$ cat config.mk
export PLATFORM = sky130hd
export DESIGN_NAME = sram_arb
export DESIGN_NICKNAME = d
export VERILOG_FILES = /design/src/rtl/sram_arb_pkg.sv /design/src/rtl/sram_arb_pick.sv /design/src/rtl/sram_arb.sv
export SDC_FILE = /design/constraint.sdc
export NUM_CORES = 1
export LEC_CHECK = 0
export CAP_MARGIN = 10
export CORE_MARGIN = 2
export CORE_UTILIZATION = 36
export DETAILED_ROUTE_END_ITERATION = 6
export HOLD_SLACK_MARGIN = 0.06
export MAX_ROUTING_LAYER = met4
export PLACE_DENSITY = 0.88
export SLEW_MARGIN = 30
export SYNTH_ARGS = -nofsm -noshare
export SYNTH_HDL_FRONTEND = slang
export SYNTH_SLANG_ARGS = --single-unit
$ cat constraint.sdc
create_clock -name clk_i -period 3.8 [get_ports clk_i]
set_input_delay 0.76 -clock clk_i [delete_from_list [all_inputs] [get_ports clk_i]]
set_output_delay 0.76 -clock clk_i [all_outputs]
set_load 0.005 [all_outputs]
$ cat src/rtl/sram_arb_pkg.sv
// Shared types and default sizing for the two-port SRAM arbiter.
// The optional round-robin mode is selected by SRAM_ARB_RR_EN (see sram_arb.sv).
package sram_arb_pkg;

    typedef enum logic [1:0] {
        IDLE = 2'd0,
        OWN0 = 2'd1,
        OWN1 = 2'd2
    } state_e;

    localparam int DEF_AW       = 4;
    localparam int DEF_DW       = 8;
    localparam int DEF_LOCK_MAX = 8;

    // One-hot encoding of a port index: 0 -> 2'b01, 1 -> 2'b10.
    function automatic logic [1:0] onehot_port(input logic port);
        return port ? 2'b10 : 2'b01;
    endfunction

endpackage

$ cat src/rtl/sram_arb_pick.sv
// Two-way winner selection: a lone requester always wins; under contention a
// pending forced winner takes precedence, otherwise the port not named by ptr_i wins.
module sram_arb_pick (
    input  logic [1:0] req_i,
    input  logic       ptr_i,
    input  logic [1:0] force_i,
    output logic [1:0] win_o
);

    always_comb begin
        win_o = req_i;
        if (req_i == 2'b11) begin
            if (force_i != 2'b00) begin
                win_o = force_i;
            end else begin
                win_o = ptr_i ? 2'b01 : 2'b10;
            end
        end
    end

endmodule

$ cat src/rtl/sram_arb.sv
// Two-port arbiter in front of a single-port registered-read SRAM, with per-port
// bus locking. Define SRAM_ARB_RR_EN for round-robin contention; default is port-0 priority.
module sram_arb
    import sram_arb_pkg::*;
#(
    parameter int AW       = DEF_AW,
    parameter int DW       = DEF_DW,
    parameter int LOCK_MAX = DEF_LOCK_MAX
) (
    input  logic          clk_i,
    input  logic          rst_n_i,

    input  logic          req0_i,
    input  logic          we0_i,
    input  logic [AW-1:0] addr0_i,
    input  logic [DW-1:0] wdata0_i,
    input  logic          lock0_i,
    output logic          gnt0_o,
    output logic          rvalid0_o,
    output logic [DW-1:0] rdata0_o,

    input  logic          req1_i,
    input  logic          we1_i,
    input  logic [AW-1:0] addr1_i,
    input  logic [DW-1:0] wdata1_i,
    input  logic          lock1_i,
    output logic          gnt1_o,
    output logic          rvalid1_o,
    output logic [DW-1:0] rdata1_o,

    output logic [AW-1:0] sram_addr_o,
    output logic [DW-1:0] sram_wdata_o,
    output logic          sram_wren_o,
    input  logic [DW-1:0] sram_rdata_i
);

    localparam int            CW         = $clog2(LOCK_MAX + 1);
    localparam logic [CW-1:0] LOCK_MAX_C = CW'(LOCK_MAX);
    localparam logic [CW-1:0] ONE_C      = CW'(1);

    state_e        state_q;
    logic [CW-1:0] cnt_q;
    logic [CW-1:0] cnt_inc;
    logic [1:0]    force_q;
    logic [1:0]    rvalid_q;

    logic [1:0]    req;
    logic [1:0]    lock;
    logic [1:0]    we;
    logic [1:0]    win;
    logic [1:0]    gnt;
    logic [1:0]    rvalid;
    logic [DW-1:0] rdata [2];
    logic          ptr;
    logic          own_port;

    assign req      = {req1_i, req0_i};
    assign lock     = {lock1_i, lock0_i};
    assign we       = {we1_i, we0_i};
    assign own_port = (state_q == OWN1);
    assign cnt_inc  = cnt_q + ONE_C;

`ifdef SRAM_ARB_RR_EN
    logic last_q;

    // Remembers the most recently granted port; updated on every grant.
    always_ff @(posedge clk_i) begin
        if (!rst_n_i) begin
            last_q <= 1'b1;
        end else if (gnt[0]) begin
            last_q <= 1'b0;
        end else if (gnt[1]) begin
            last_q <= 1'b1;
        end
    end

    assign ptr = last_q;
`else
    // Pretending port 1 was last granted makes port 0 the fixed winner.
    assign ptr = 1'b1;
`endif

    sram_arb_pick u_pick (
        .req_i   (req),
        .ptr_i   (ptr),
        .force_i (force_q),
        .win_o   (win)
    );

    always_comb begin
        gnt = 2'b00;
        if (rst_n_i) begin
            case (state_q)
                IDLE:    gnt = win;
                OWN0:    gnt = {1'b0, req0_i};
                OWN1:    gnt = {req1_i, 1'b0};
                default: gnt = 2'b00;
            endcase
        end
    end

    always_comb begin
        sram_addr_o  = '0;
        sram_wdata_o = '0;
        sram_wren_o  = 1'b0;
        if (gnt[0]) begin
            sram_addr_o  = addr0_i;
            sram_wdata_o = wdata0_i;
            sram_wren_o  = we0_i;
        end else if (gnt[1]) begin
            sram_addr_o  = addr1_i;
            sram_wdata_o = wdata1_i;
            sram_wren_o  = we1_i;
        end
    end

    // Ownership FSM; force_q holds the port owed the next contended IDLE cycle
    // after an owner was cut off at LOCK_MAX.
    always_ff @(posedge clk_i) begin
        if (!rst_n_i) begin
            state_q <= IDLE;
            cnt_q   <= '0;
            force_q <= 2'b00;
        end else begin
            case (state_q)
                IDLE: begin
                    if (req == 2'b11) begin
                        force_q <= 2'b00;
                    end
                    if (gnt[0] && lock0_i) begin
                        if (LOCK_MAX_C == ONE_C) begin
                            force_q <= onehot_port(1'b1);
                        end else begin
                            state_q <= OWN0;
                            cnt_q   <= ONE_C;
                        end
                    end else if (gnt[1] && lock1_i) begin
                        if (LOCK_MAX_C == ONE_C) begin
                            force_q <= onehot_port(1'b0);
                        end else begin
                            state_q <= OWN1;
                            cnt_q   <= ONE_C;
                        end
                    end
                end
                OWN0, OWN1: begin
                    if (!req[own_port] || !lock[own_port] || cnt_inc == LOCK_MAX_C) begin
                        state_q <= IDLE;
                        cnt_q   <= '0;
                        if (req[own_port] && cnt_inc == LOCK_MAX_C) begin
                            force_q <= onehot_port(~own_port);
                        end
                    end else begin
                        cnt_q <= cnt_inc;
                    end
                end
                default: begin
                    state_q <= IDLE;
                    cnt_q   <= '0;
                end
            endcase
        end
    end

    always_ff @(posedge clk_i) begin
        if (!rst_n_i) begin
            rvalid_q <= 2'b00;
        end else begin
            rvalid_q <= gnt & ~we;
        end
    end

    // Gating with rst_n_i drops a response whose read landed just before reset.
    generate
        for (genvar gi = 0; gi < 2; gi++) begin : g_resp
            assign rvalid[gi] = rvalid_q[gi] & rst_n_i;
            assign rdata[gi]  = rvalid[gi] ? sram_rdata_i : '0;
        end
    endgenerate

    assign gnt0_o    = gnt[0];
    assign gnt1_o    = gnt[1];
    assign rvalid0_o = rvalid[0];
    assign rvalid1_o = rvalid[1];
    assign rdata0_o  = rdata[0];
    assign rdata1_o  = rdata[1];

endmodule

==> impl_metrics.env <==
export IMPL_crit_arrival_ps=2780
export IMPL_synth_cell_types=43
export IMPL_leakage_nw=0.7175
export IMPL_cts_hold_repair_buffers=0
export IMPL_final_period_utilization=0.9326
export IMPL_drcViolationCount=0
export IMPL_pin_count=73
export IMPL_crit_path_time_final_ps=3544
export IMPL_via_count=1222
export IMPL_num_nets_final=239
export IMPL_gr_usage_all_layers=0.2218
export IMPL_overflow=0
export IMPL_setup_violations_final=0
export IMPL_design_core_area_um2=2522
export IMPL_tns_ps=0
export IMPL_synth_enable_flop_cells=0
export IMPL_grt_antenna_before_repair=0
export IMPL_synth_seq_cells=10
export IMPL_avgRoutedWirePerCell_um=15.31
export IMPL_slew_violations=0
export IMPL_power_per_cell_area_nw_per_um2=181.2
export IMPL_area_growth_pct=80.18
export IMPL_clk_latency_ps=260
export IMPL_power_share_combinational=0.423
export IMPL_drtAntennaViolNets=0
export IMPL_criticalPathCategory="primary input to output pin"
export IMPL_hpwl_um=2802
export IMPL_result_of_the_run="finished, final reports clean"
export IMPL_clk_path_buf_depth=2
export IMPL_crit_path_start_kind="primary input"
export IMPL_leading_cell_type_in_the_layout_fill_and_taps_excluded="clkdlybuf4s50_1"
export IMPL_postSynthCellCount=117
export IMPL_rsz0062_at_grt="no"
export IMPL_fmax_mhz=282.2
export IMPL_start_util=0.3879
export IMPL_cts_root_buf="clkbuf_4"
export IMPL_power_frac_clock=0.219
export IMPL_htree_num_levels=1
export IMPL_ys_warn_count=0
export IMPL_postLayoutCoreUtil=0.6989
export IMPL_critPathCaptureType="output pin"
export IMPL_avgSynthCellArea_um2=8.363
export IMPL_maxSlewHeadroom=0.7918
export IMPL_filler_cell_count=207
export IMPL_core_rowCount=18
export IMPL_drt_pass1_iter_count=4
export IMPL_vias_cell=5.555
export IMPL_sw_frac_of_total=0.2888
export IMPL_r2r_slack_ps=1880
export IMPL_required_time_at_the_worst_slack_endpoint_ps=3040
export IMPL_grt_pass1_vias=1238
export IMPL_clkSlewWorstSetupHoldPaths_ps=60
export IMPL_p_sw_mw=0.09226
export IMPL_number_of_buffers_created_by_cts=3
export IMPL_layout_cells_most_common_list="clkdlybuf4s50_1 (72), and3_1 (16), a22o_1 (13)"
export IMPL_grt_first_pass_wirelength_um=5430
export IMPL_maxCapViolations=0
export IMPL_p_int_mw=0.2272
export IMPL_path_max_fanout=13
export IMPL_gp_congestion=0.8531
export IMPL_cts_tree="yes"
export IMPL_synthesis_nets=164
export IMPL_grt_start_max_net_pins=33
export IMPL_vdd_drop_max_mv=0.1499
export IMPL_input_output_buffers=72
export IMPL_n_antenna_cell=0
export IMPL_power_sequential_fraction=0.358
export IMPL_drtIter0Drc=28
export IMPL_die_height_um=56.14
export IMPL_actual_transition_at_the_worst_max_transition_pin_ps=310.4
export IMPL_clock_skew_ps=3.896
export IMPL_post_route_cells_drive_above_1_share=0.1000
export IMPL_synthArstFlopShare=0
export IMPL_cts_sinks=10
export IMPL_yosysSeqAreaShare=0.2046
export IMPL_drt_total_wl_um=3368
export IMPL_fp_dieW_um=56.14
export IMPL_timing_hold_worst_class="flop to flop"
export IMPL_primary_flip_flop_cell_chosen_by_synthesis_mapping="dfxtp_1"
export IMPL_syn_area_um2=978.4
export IMPL_timing_final_hold_violations=0
export IMPL_fp_dieArea_um2=3151
power by group through the flow:
stage / clock (mW) / sequential [mW] / combinational (mW)
floorplan: 0 / 0.115 / 0.0524
global placement: 0 / 0.116 / 0.131
detailed placement: 0 / 0.116 / 0.134
CTS: 0.0692 / 0.114 / 0.135
global route: 0.0756 / 0.115 / 0.146
finish: 0.0698 / 0.114 / 0.135
synthesized netlist by cell type (all sizes together) (2+ instances only):
library cell | n | share of area
clkbuf | 3 | 0.012
a31oi | 2 | 0.013
and2 | 2 | 0.013
nor2 | 5 | 0.024
mux2i | 2 | 0.020
ha | 7 | 0.090
nand3 | 5 | 0.026
o21ai | 3 | 0.015
a21oi | 3 | 0.031
inv | 6 | 0.023
and3 | 16 | 0.10
a22o | 13 | 0.12
dfxtp | 10 | 0.20
nand2 | 11 | 0.042
nand4 | 2 | 0.013
buf | 2 | 0.013
nor2b | 2 | 0.013
nor4 | 2 | 0.028
o31ai | 3 | 0.028
nor3 | 3 | 0.020
final cells by class:
| cell class | instances | area [um2] | share of cell area |
|---|---|---|---|
| Multi-Input combinational cell | 96 | 737.0 | 0.4180 |
| Timing Repair Buffer | 75 | 743.2 | 0.4216 |
| Sequential cell | 10 | 200.2 | 0.1136 |
| Inverter | 6 | 22.52 | 0.01278 |
| Tap cell | 30 | 37.54 | 0.02129 |
| Clock buffer | 3 | 22.52 | 0.01278 |
metal layers:
layer / GRT usage / up-vias / share of wire
li1: - / 594 / -
met1: 0.2197 / 561 / 0.38
met2: 0.4202 / 59 / 0.52
met3: 0.05349 / 8 / 0.079
met4: 0.07143 / 0 / 0.021
met5: - / - / 0
logic make-up (layout without fill, tap and decap cells):
| group | count (synthesis) | after routing | share of synthesized area |
|---|---|---|---|
| and+or+nand+nor | 56 | 56 | 0.3670 |
| AOI/OAI and AO/OA | 31 | 31 | 0.2711 |
| buffers and inverters | 11 | 84 | 0.04731 |
| DFF | 10 | 10 | 0.2046 |
| adders and majority gates | 7 | 7 | 0.08951 |
| muxes | 2 | 2 | 0.02046 |
state kept, by name, indices dropped and copies added, names as in the netlist:
signal / count
cnt_q: 4
force_q: 2
rvalid_q: 2
state_q: 2
path summary, 6_finish.rpt:
kind | startpoint | end | cells past startpoint
worst min register to register | force_q[0] | force_q[0] | 2
worst min-delay path | force_q[0] | force_q[0] | 2
worst max register to register | state_q[1] | cnt_q[1] | 7
worst max-delay path | req0_i | sram_addr_o[1] | 7
critical path, cell delays in order:
cell and delay [ps]:
clkdlybuf4s50_1 510, nor3b_2 230, nor3_1 150, nand2_1 140
nor2_4 270, a22o_1 180, clkdlybuf4s50_1 530
per-stage QoR:
step	hold WS, ps	power (mW)	setup WS, ps	cell area, um2	std cells
finish	465.3	0.3195	256.2	1763	220
global placement	445.0	0.2471	238.6	1735	217
detailed placement	455.7	0.2502	134.8	1735	217
global route	507.3	0.3366	150.8	1763	220
CTS	464.3	0.3180	139.1	1758	220
floorplan	433.4	0.1671	1383	978.4	117
timing repair:
item                       4_1_cts  5_1_grt
setup endpoints to repair        0        6
resized for setup                0        1
setup buffers                    0        0
No activity file was read; power rests on OpenSTA's default activity.
